$ cat src/rtl/vga_scan_engine.sv
// vga_scan_engine
//   Programmable VGA timing and framebuffer address generator. Advances only
//   on the pix_en tick, replicates each framebuffer pixel 2^SCALE times in
//   both directions, and applies a scroll offset latched at frame start. It
//   absorbs a MEM_LAT-tick memory read latency and produces 24-bit RGB either
//   by grayscale expansion of the pixel data or through a writable palette.
//
// Ports
//   clk, rst            system clock, synchronous active-high reset
//   pix_en              pixel tick; the counters and pipeline advance only when high
//   mode                0 = grayscale expansion, 1 = palette lookup
//   scroll_x/scroll_y   framebuffer offsets, sampled at frame start
//   pal_we/addr/wdata   palette write port (does not depend on pix_en)
//   address, mem_en     framebuffer read request (mem_en mirrors pix_en)
//   data                framebuffer read data, MEM_LAT ticks after address
//   hsync, vsync        sync outputs, aligned with r/g/b
//   blank_b, sync_b     high while visible / tied low
//   r, g, b             colour outputs
//   frame_start         one-clock pulse on the first tick of each frame
module vga_scan_engine #(
  parameter int H_ACTIVE = 640,
  parameter int H_FP     = 16,
  parameter int H_SYNC   = 96,
  parameter int H_BP     = 48,
  parameter int V_ACTIVE = 480,
  parameter int V_FP     = 10,
  parameter int V_SYNC   = 2,
  parameter int V_BP     = 33,
  parameter bit HS_POL   = 1'b0,
  parameter bit VS_POL   = 1'b0,
  parameter int SCALE    = 0,
  parameter int DATA_W   = 4,
  parameter int ADDR_W   = 24,
  parameter int MEM_LAT  = 1
) (
  input  logic              clk,
  input  logic              rst,
  input  logic              pix_en,
  input  logic              mode,
  input  logic [15:0]       scroll_x,
  input  logic [15:0]       scroll_y,
  input  logic              pal_we,
  input  logic [DATA_W-1:0] pal_addr,
  input  logic [23:0]       pal_wdata,
  output logic [ADDR_W-1:0] address,
  output logic              mem_en,
  input  logic [DATA_W-1:0] data,
  output logic              hsync,
  output logic              vsync,
  output logic              blank_b,
  output logic              sync_b,
  output logic [7:0]        r,
  output logic [7:0]        g,
  output logic [7:0]        b,
  output logic              frame_start
);

  localparam int unsigned H_TOTAL = H_ACTIVE + H_FP + H_SYNC + H_BP;
  localparam int unsigned V_TOTAL = V_ACTIVE + V_FP + V_SYNC + V_BP;
  localparam int unsigned FB_W    = H_ACTIVE >> SCALE;
  localparam int unsigned FB_H    = V_ACTIVE >> SCALE;
  localparam int          HC_W    = $clog2(H_TOTAL);
  localparam int          VC_W    = $clog2(V_TOTAL);
  localparam int          DEPTH   = MEM_LAT + 2;
  localparam int          PAL_N   = 1 << DATA_W;

  // Left-justify the pixel value and refill the low bits with its MSBs,
  // so all-ones expands to 0xFF.
  function automatic logic [7:0] expand(input logic [DATA_W-1:0] d);
    logic [7:0] e;
    e = '0;
    for (int i = 0; i < 8; i++) e[7-i] = d[DATA_W-1-(i % DATA_W)];
    return e;
  endfunction

  // Offset modulo n using at most one subtraction; anything >= 2n clamps to 0.
  function automatic logic [15:0] wrap_scroll(input logic [15:0] v, input int unsigned n);
    logic [31:0] w;
    w = 32'(v);
    if (w < n)          return v;
    else if (w < 2 * n) return 16'(w - n);
    else                return '0;
  endfunction

  logic [HC_W-1:0]   hc_q, hc_d;
  logic [VC_W-1:0]   vc_q, vc_d;
  logic [15:0]       sx_q, sy_q, sx_d, sy_d;
  logic [ADDR_W-1:0] address_q, address_d;
  logic [2:0]        pipe_q [DEPTH];   // {active, hs_raw, vs_raw}
  logic [23:0]       rgb_q, rgb_d;
  logic              frame_start_q;
  logic [23:0]       pal_q [PAL_N];

  logic        active, hs_raw, vs_raw, at_origin;
  logic [31:0] hc32, vc32, px, py, addr32;

  always_comb begin
    hc32      = 32'(hc_q);
    vc32      = 32'(vc_q);
    active    = (hc32 < H_ACTIVE) && (vc32 < V_ACTIVE);
    hs_raw    = (hc32 >= H_ACTIVE + H_FP) && (hc32 < H_ACTIVE + H_FP + H_SYNC) ? HS_POL : !HS_POL;
    vs_raw    = (vc32 >= V_ACTIVE + V_FP) && (vc32 < V_ACTIVE + V_FP + V_SYNC) ? VS_POL : !VS_POL;
    at_origin = pix_en && (hc_q == '0) && (vc_q == '0);

    // The first pixel of a frame must already use the freshly latched scroll.
    sx_d = at_origin ? wrap_scroll(scroll_x, FB_W) : sx_q;
    sy_d = at_origin ? wrap_scroll(scroll_y, FB_H) : sy_q;

    px = (hc32 >> SCALE) + 32'(sx_d);
    if (px >= FB_W) px = px - FB_W;
    py = (vc32 >> SCALE) + 32'(sy_d);
    if (py >= FB_H) py = py - FB_H;
    addr32    = py * FB_W + px;
    address_d = active ? addr32[ADDR_W-1:0] : address_q;

    hc_d = hc_q + 1'b1;
    vc_d = vc_q;
    if (hc32 == H_TOTAL - 1) begin
      hc_d = '0;
      vc_d = (vc32 == V_TOTAL - 1) ? '0 : vc_q + 1'b1;
    end

    // pipe_q[MEM_LAT] carries the visibility of the pixel whose data is on the bus now.
    if (!pipe_q[MEM_LAT][2]) rgb_d = '0;
    else if (mode)           rgb_d = pal_q[data];
    else                     rgb_d = {3{expand(data)}};
  end

  always_ff @(posedge clk) begin
    if (rst) begin
      hc_q          <= '0;
      vc_q          <= '0;
      sx_q          <= '0;
      sy_q          <= '0;
      address_q     <= '0;
      rgb_q         <= '0;
      frame_start_q <= 1'b0;
      for (int i = 0; i < DEPTH; i++) pipe_q[i] <= {1'b0, !HS_POL, !VS_POL};
      for (int i = 0; i < PAL_N; i++) pal_q[i] <= {3{expand(DATA_W'(i))}};
    end else begin
      frame_start_q <= at_origin;
      if (pix_en) begin
        hc_q      <= hc_d;
        vc_q      <= vc_d;
        sx_q      <= sx_d;
        sy_q      <= sy_d;
        address_q <= address_d;
        rgb_q     <= rgb_d;
        pipe_q[0] <= {active, hs_raw, vs_raw};
        for (int i = 1; i < DEPTH; i++) pipe_q[i] <= pipe_q[i-1];
      end
      if (pal_we) pal_q[pal_addr] <= pal_wdata;
    end
  end

  assign address    = address_q;
  assign mem_en     = pix_en;
  assign hsync      = pipe_q[DEPTH-1][1];
  assign vsync      = pipe_q[DEPTH-1][0];
  assign blank_b    = pipe_q[DEPTH-1][2];
  assign sync_b     = 1'b0;
  assign {r, g, b}  = rgb_q;
  assign frame_start = frame_start_q;

endmodule

$ cat config.mk
export PLATFORM = sky130hd
export DESIGN_NAME = vga_scan_engine
export DESIGN_NICKNAME = d
export VERILOG_FILES = /design/src/rtl/vga_scan_engine.sv
export SDC_FILE = /design/constraint.sdc
export NUM_CORES = 1
export LEC_CHECK = 0
export BUFFER_PORTS_ARGS = -buffer_cell sky130_fd_sc_hd__buf_2
export CORE_MARGIN = 3
export CORE_UTILIZATION = 62
export DETAILED_ROUTE_END_ITERATION = 6
export PLACE_DENSITY_LB_ADDON = 0.08
export SETUP_SLACK_MARGIN = 0.1
export SYNTH_ARGS = -nofsm -noshare
export SYNTH_HDL_FRONTEND = slang
export SYNTH_SLANG_ARGS = --single-unit
$ cat constraint.sdc
create_clock -name clk -period 10.4 [get_ports clk]
set_clock_uncertainty 0.05 [all_clocks]
set_input_delay 0 -clock clk [delete_from_list [all_inputs] [get_ports clk]]
set_output_delay 0 -clock clk [all_outputs]
set_load 0.01 [all_outputs]
==> flow_metrics.py <==
metrics = {
    "yosys": {
        "yosys_register_bits": 494,
        "synth_edf_count": 393,
        "synth-seq-area-share": 0.548,
        "syn_area_um2": 25200,
        "synth_cell_types": 71,
        "synthCells": 2079,
        "ys_async_sr_fraction": 0,
        "synth_fp_nets": 2224,
        "synth_area_leader_cell": "edfxtp_1",
        "ys.flop_type": "edfxtp_1",
        "syn_avg_cell_area_um2": 12.1,
        "yosysWarnings": 0,
        "synth_area_leaders": "edfxtp_1 (47%), mux4_2 (8.8%), dfxtp_1 (8.0%)",
        "synth.top_cell.area_share": 0.468,
    },
    "setup_path": {
        "critical_path.startpoint": "hc_q[1]$_SDFFE_PP0P_",
        "path_max_fanout": 23,
        "cp_num_buf_inv": 2,
        "cp.arrival_ns": 9.63,
        "crit_type": "reg2reg",
        "ff2ff_path_depth": 32,
        "critical_path_required_ns": 10.87,
        "worstReg2RegEnd": "address[23]$_SDFFE_PP0P_",
        "critPathCaptureType": "flop",
        "r2r_slack_ns": 1.24,
        "start_kind": "flop",
        "r2r-start": "hc_q[1]$_SDFFE_PP0P_",
        "cp_slowest_cell": "a211oi_1",
        "path_delay_family": "compound AO/OA/AOI/OAI gates",
        "slowest_delay_ns": 0.69,
        "cp_common_cell": "ha_1",
    },
    "sta": {
        "worst_pin_slew_ns": 1.23,
        "drv_slew": 0,
        "fin_setup_tns_ns": 0,
        "setup_viol": 0,
        "period_needed_ns": 9.16,
        "final.period_utilization": 0.881,
        "max_freq_mhz": 109,
        "rsz0062_at_grt": "no",
        "finalHoldViolations": 0,
        "slew_headroom": 0.182,
    },
    "drt": {
        "via_per_inst": 6.28,
        "vias": 17380,
        "drt_iter0_drc": 2016,
        "firstDrtPassIters": 5,
        "wire_per_inst_um": 24.0,
        "drc_errors": 0,
        "wirelength_mm": 66.3,
        "antenna_left": 0,
    },
    "clocking": {
        "holdBufCountCts": 61,
        "cts_buffers": 51,
        "cts-resized-gates": 0,
        "clk_path_buf_depth": 3,
        "cts_sinks": 494,
        "cts_setup_buffers": 0,
        "ctsRootBufferMaster": "clkbuf_16",
        "clkLatencyLatePin_ns": 0.60,
        "h-tree-depth": 2,
        "clkTransAtPathRegs_ns": 0.06,
        "cts_tree": "yes",
    },
    "worst_hold_path": {
        "hold_end": "sy_q[6]$_SDFFE_PP0P_",
        "hold_depth": 4,
        "min-delay-path-class": "in2reg",
        "holdCritStartpoint": "scroll_y[6]",
    },
    "placed_design": {
        "place_area_um2": 26200,
        "dp_hpwl_mm": 39.6,
        "place.gp.congestion": 0.875,
        "placed_cells": 2605,
        "numPortBuffers": 121,
    },
    "floorplanning": {
        "die-area_um2": 43100,
        "initial_core_util": 0.631,
        "rows": 73,
        "die-height_um": 208,
        "die_x_um": 208,
        "ios": 123,
        "core-area_um2": 40000,
    },
    "global_routing": {
        "grt_use_met2": 0.458,
        "met3_usage": 0.0660,
        "grt_max_degree": 59,
        "antenna_found_initial": 3,
        "grt_usage": 0.304,
        "grt.met1_usage": 0.457,
        "grt_remaining_overflow": 0,
        "grt_pass1_vias": 17070,
        "busiest_layer": "met2",
        "grt_pass1_wl_mm": 101,
    },
    "power": {
        "p_switching_mw": 1.07,
        "power.leakage_nw": 10.6,
        "power.share.switching": 0.239,
        "comb_power_share": 0.097,
        "clkPwrFrac": 0.398,
        "power_frac_seq": 0.505,
        "power_density_nw_per_um2": 157,
        "p_int_mw": 3.40,
        "vdd_ir_drop_max_mv": 0.124,
    },
    "flow_run": {
        "maxCapViolCount": 0,
    },
    "final_layout": {
        "drive_gt1_frac": 0.177,
        "finalNetCount": 2339,
        "final_cell_mix": "edfxtp_1 (393), and2_1 (203), or3_1 (175), nand2_1 (124), buf_2 (119)",
        "fin_area_um2": 28400,
        "finalNonFillerCells": 2766,
        "final_common_cell": "edfxtp_1",
        "area_delta_synth_final_pct": 12.6,
    },
    "run_status": {
        "outcome": "finished, final reports clean",
    },
}
-- worst reg2reg max path, delay by kind of cell (launching register included) --
kind / cells / cell delay (ns)
buffers and inverters: 2 / 0.17
AOI/OAI and AO/OA: 13 / 3.45
adders and majority gates: 6 / 1.87
muxes: 1 / 0.43
DFF: 1 / 0.35
and+or+nand+nor: 10 / 2.78
-- logic make-up (layout without fill, tap and decap cells) --
kind of cell | after synthesis | count (layout) | synth area share
flops | 494 | 494 | 0.548
simple gates | 842 | 842 | 0.186
fa+ha+maj | 76 | 76 | 0.0389
other cells | 1 | 5 | 0.000149
buf+inv | 178 | 336 | 0.0276
mux | 156 | 156 | 0.112
compound gates | 253 | 253 | 0.0593
xor+xnor | 79 | 79 | 0.0280
-- stage by stage --
| step | hold slack, ns | util | power [mW] | worst slack (ns) |
|---|---|---|---|---|
| floorplan | 0.0418 | - | 2.56 | 2.45 |
| global placement | 0.317 | 0.654 | 2.70 | 1.73 |
| detailed placement | 0.326 | 0.654 | 2.71 | 1.45 |
| CTS | 0.00789 | 0.710 | 4.49 | 1.39 |
| global route | 0.0569 | 0.710 | 4.61 | 0.321 |
| finish | 0.0322 | 0.710 | 4.47 | 1.24 |
-- worst max path at each step --
stage / slack [ns] / endpoint / cells past startpoint
after floorplan: 2.45 / address[23]$_SDFFE_PP0P_ / 38
final: 1.24 / address[23]$_SDFFE_PP0P_ / 32
after global routing: 0.32 / address[23]$_SDFFE_PP0P_ / 32
after global placement: 1.73 / address[23]$_SDFFE_PP0P_ / 35
after detailed placement: 1.45 / address[23]$_SDFFE_PP0P_ / 35
after CTS: 1.39 / address[23]$_SDFFE_PP0P_ / 35
-- state kept, by name, indices dropped and copies added (netlist names) --
| signal | count |
|---|---|
| vc_q | 10 |
| address | 24 |
| rgb_q | 24 |
| pipe_q | 9 |
| pal_q | 384 |
| sy_q | 16 |
| sx_q | 16 |
| hc_q | 10 |
| frame_start | 1 |
-- power groups by stage --
stage,registers (mW),logic (mW),clock network [mW]
final,2.26,0.433,1.78
after global routing,2.27,0.465,1.88
after CTS,2.26,0.429,1.80
after detailed placement,2.30,0.408,0
after global placement,2.29,0.404,0
after floorplan,2.29,0.271,0
-- synth_stat cells (4+ instances only) --
library cell and n:
or4_1 7, nor2b_1 30, o21bai_1 6, nor4_1 8, and3_1 10, buf_1 17
dfxtp_1 101, or2_2 20, o22ai_1 8, or3_1 175, a211oi_1 9, clkbuf_1 125
o21a_1 8, a21oi_1 80, fa_1 4, ha_1 72, mux2_2 36, a21o_1 16
mux2i_1 22, nand2_1 125, mux4_2 98, xor2_1 42, nor2_1 119, xnor2_1 36
nor3_1 30, edfxtp_1 393, nand3_1 41, and2_1 203, o211ai_1 4, o21ai_0 84
nand2b_1 40, inv_1 29, nand4_1 11, a31oi_1 10, a21boi_0 5
-- area by class of cell --
| cell class | count | area [um2] |
|---|---|---|
| flip-flops and latches | 494 | 13800 |
| repair buffers | 211 | 1440 |
| inverters | 29 | 109 |
| well taps | 525 | 657 |
| clock buffers | 68 | 1390 |
| multi-input cells | 1407 | 10700 |
| fillers | 2780 | 11600 |
| clock inverters | 28 | 235 |
| diodes | 4 | 10.0 |
-- metal layers --
metal,up-vias,wire length (um)
li1,7878,-
met1,8565,28600
met2,828,29700
met3,107,6530
met4,2,1430
met5,-,11
No activity file was read; power rests on OpenSTA's default activity.
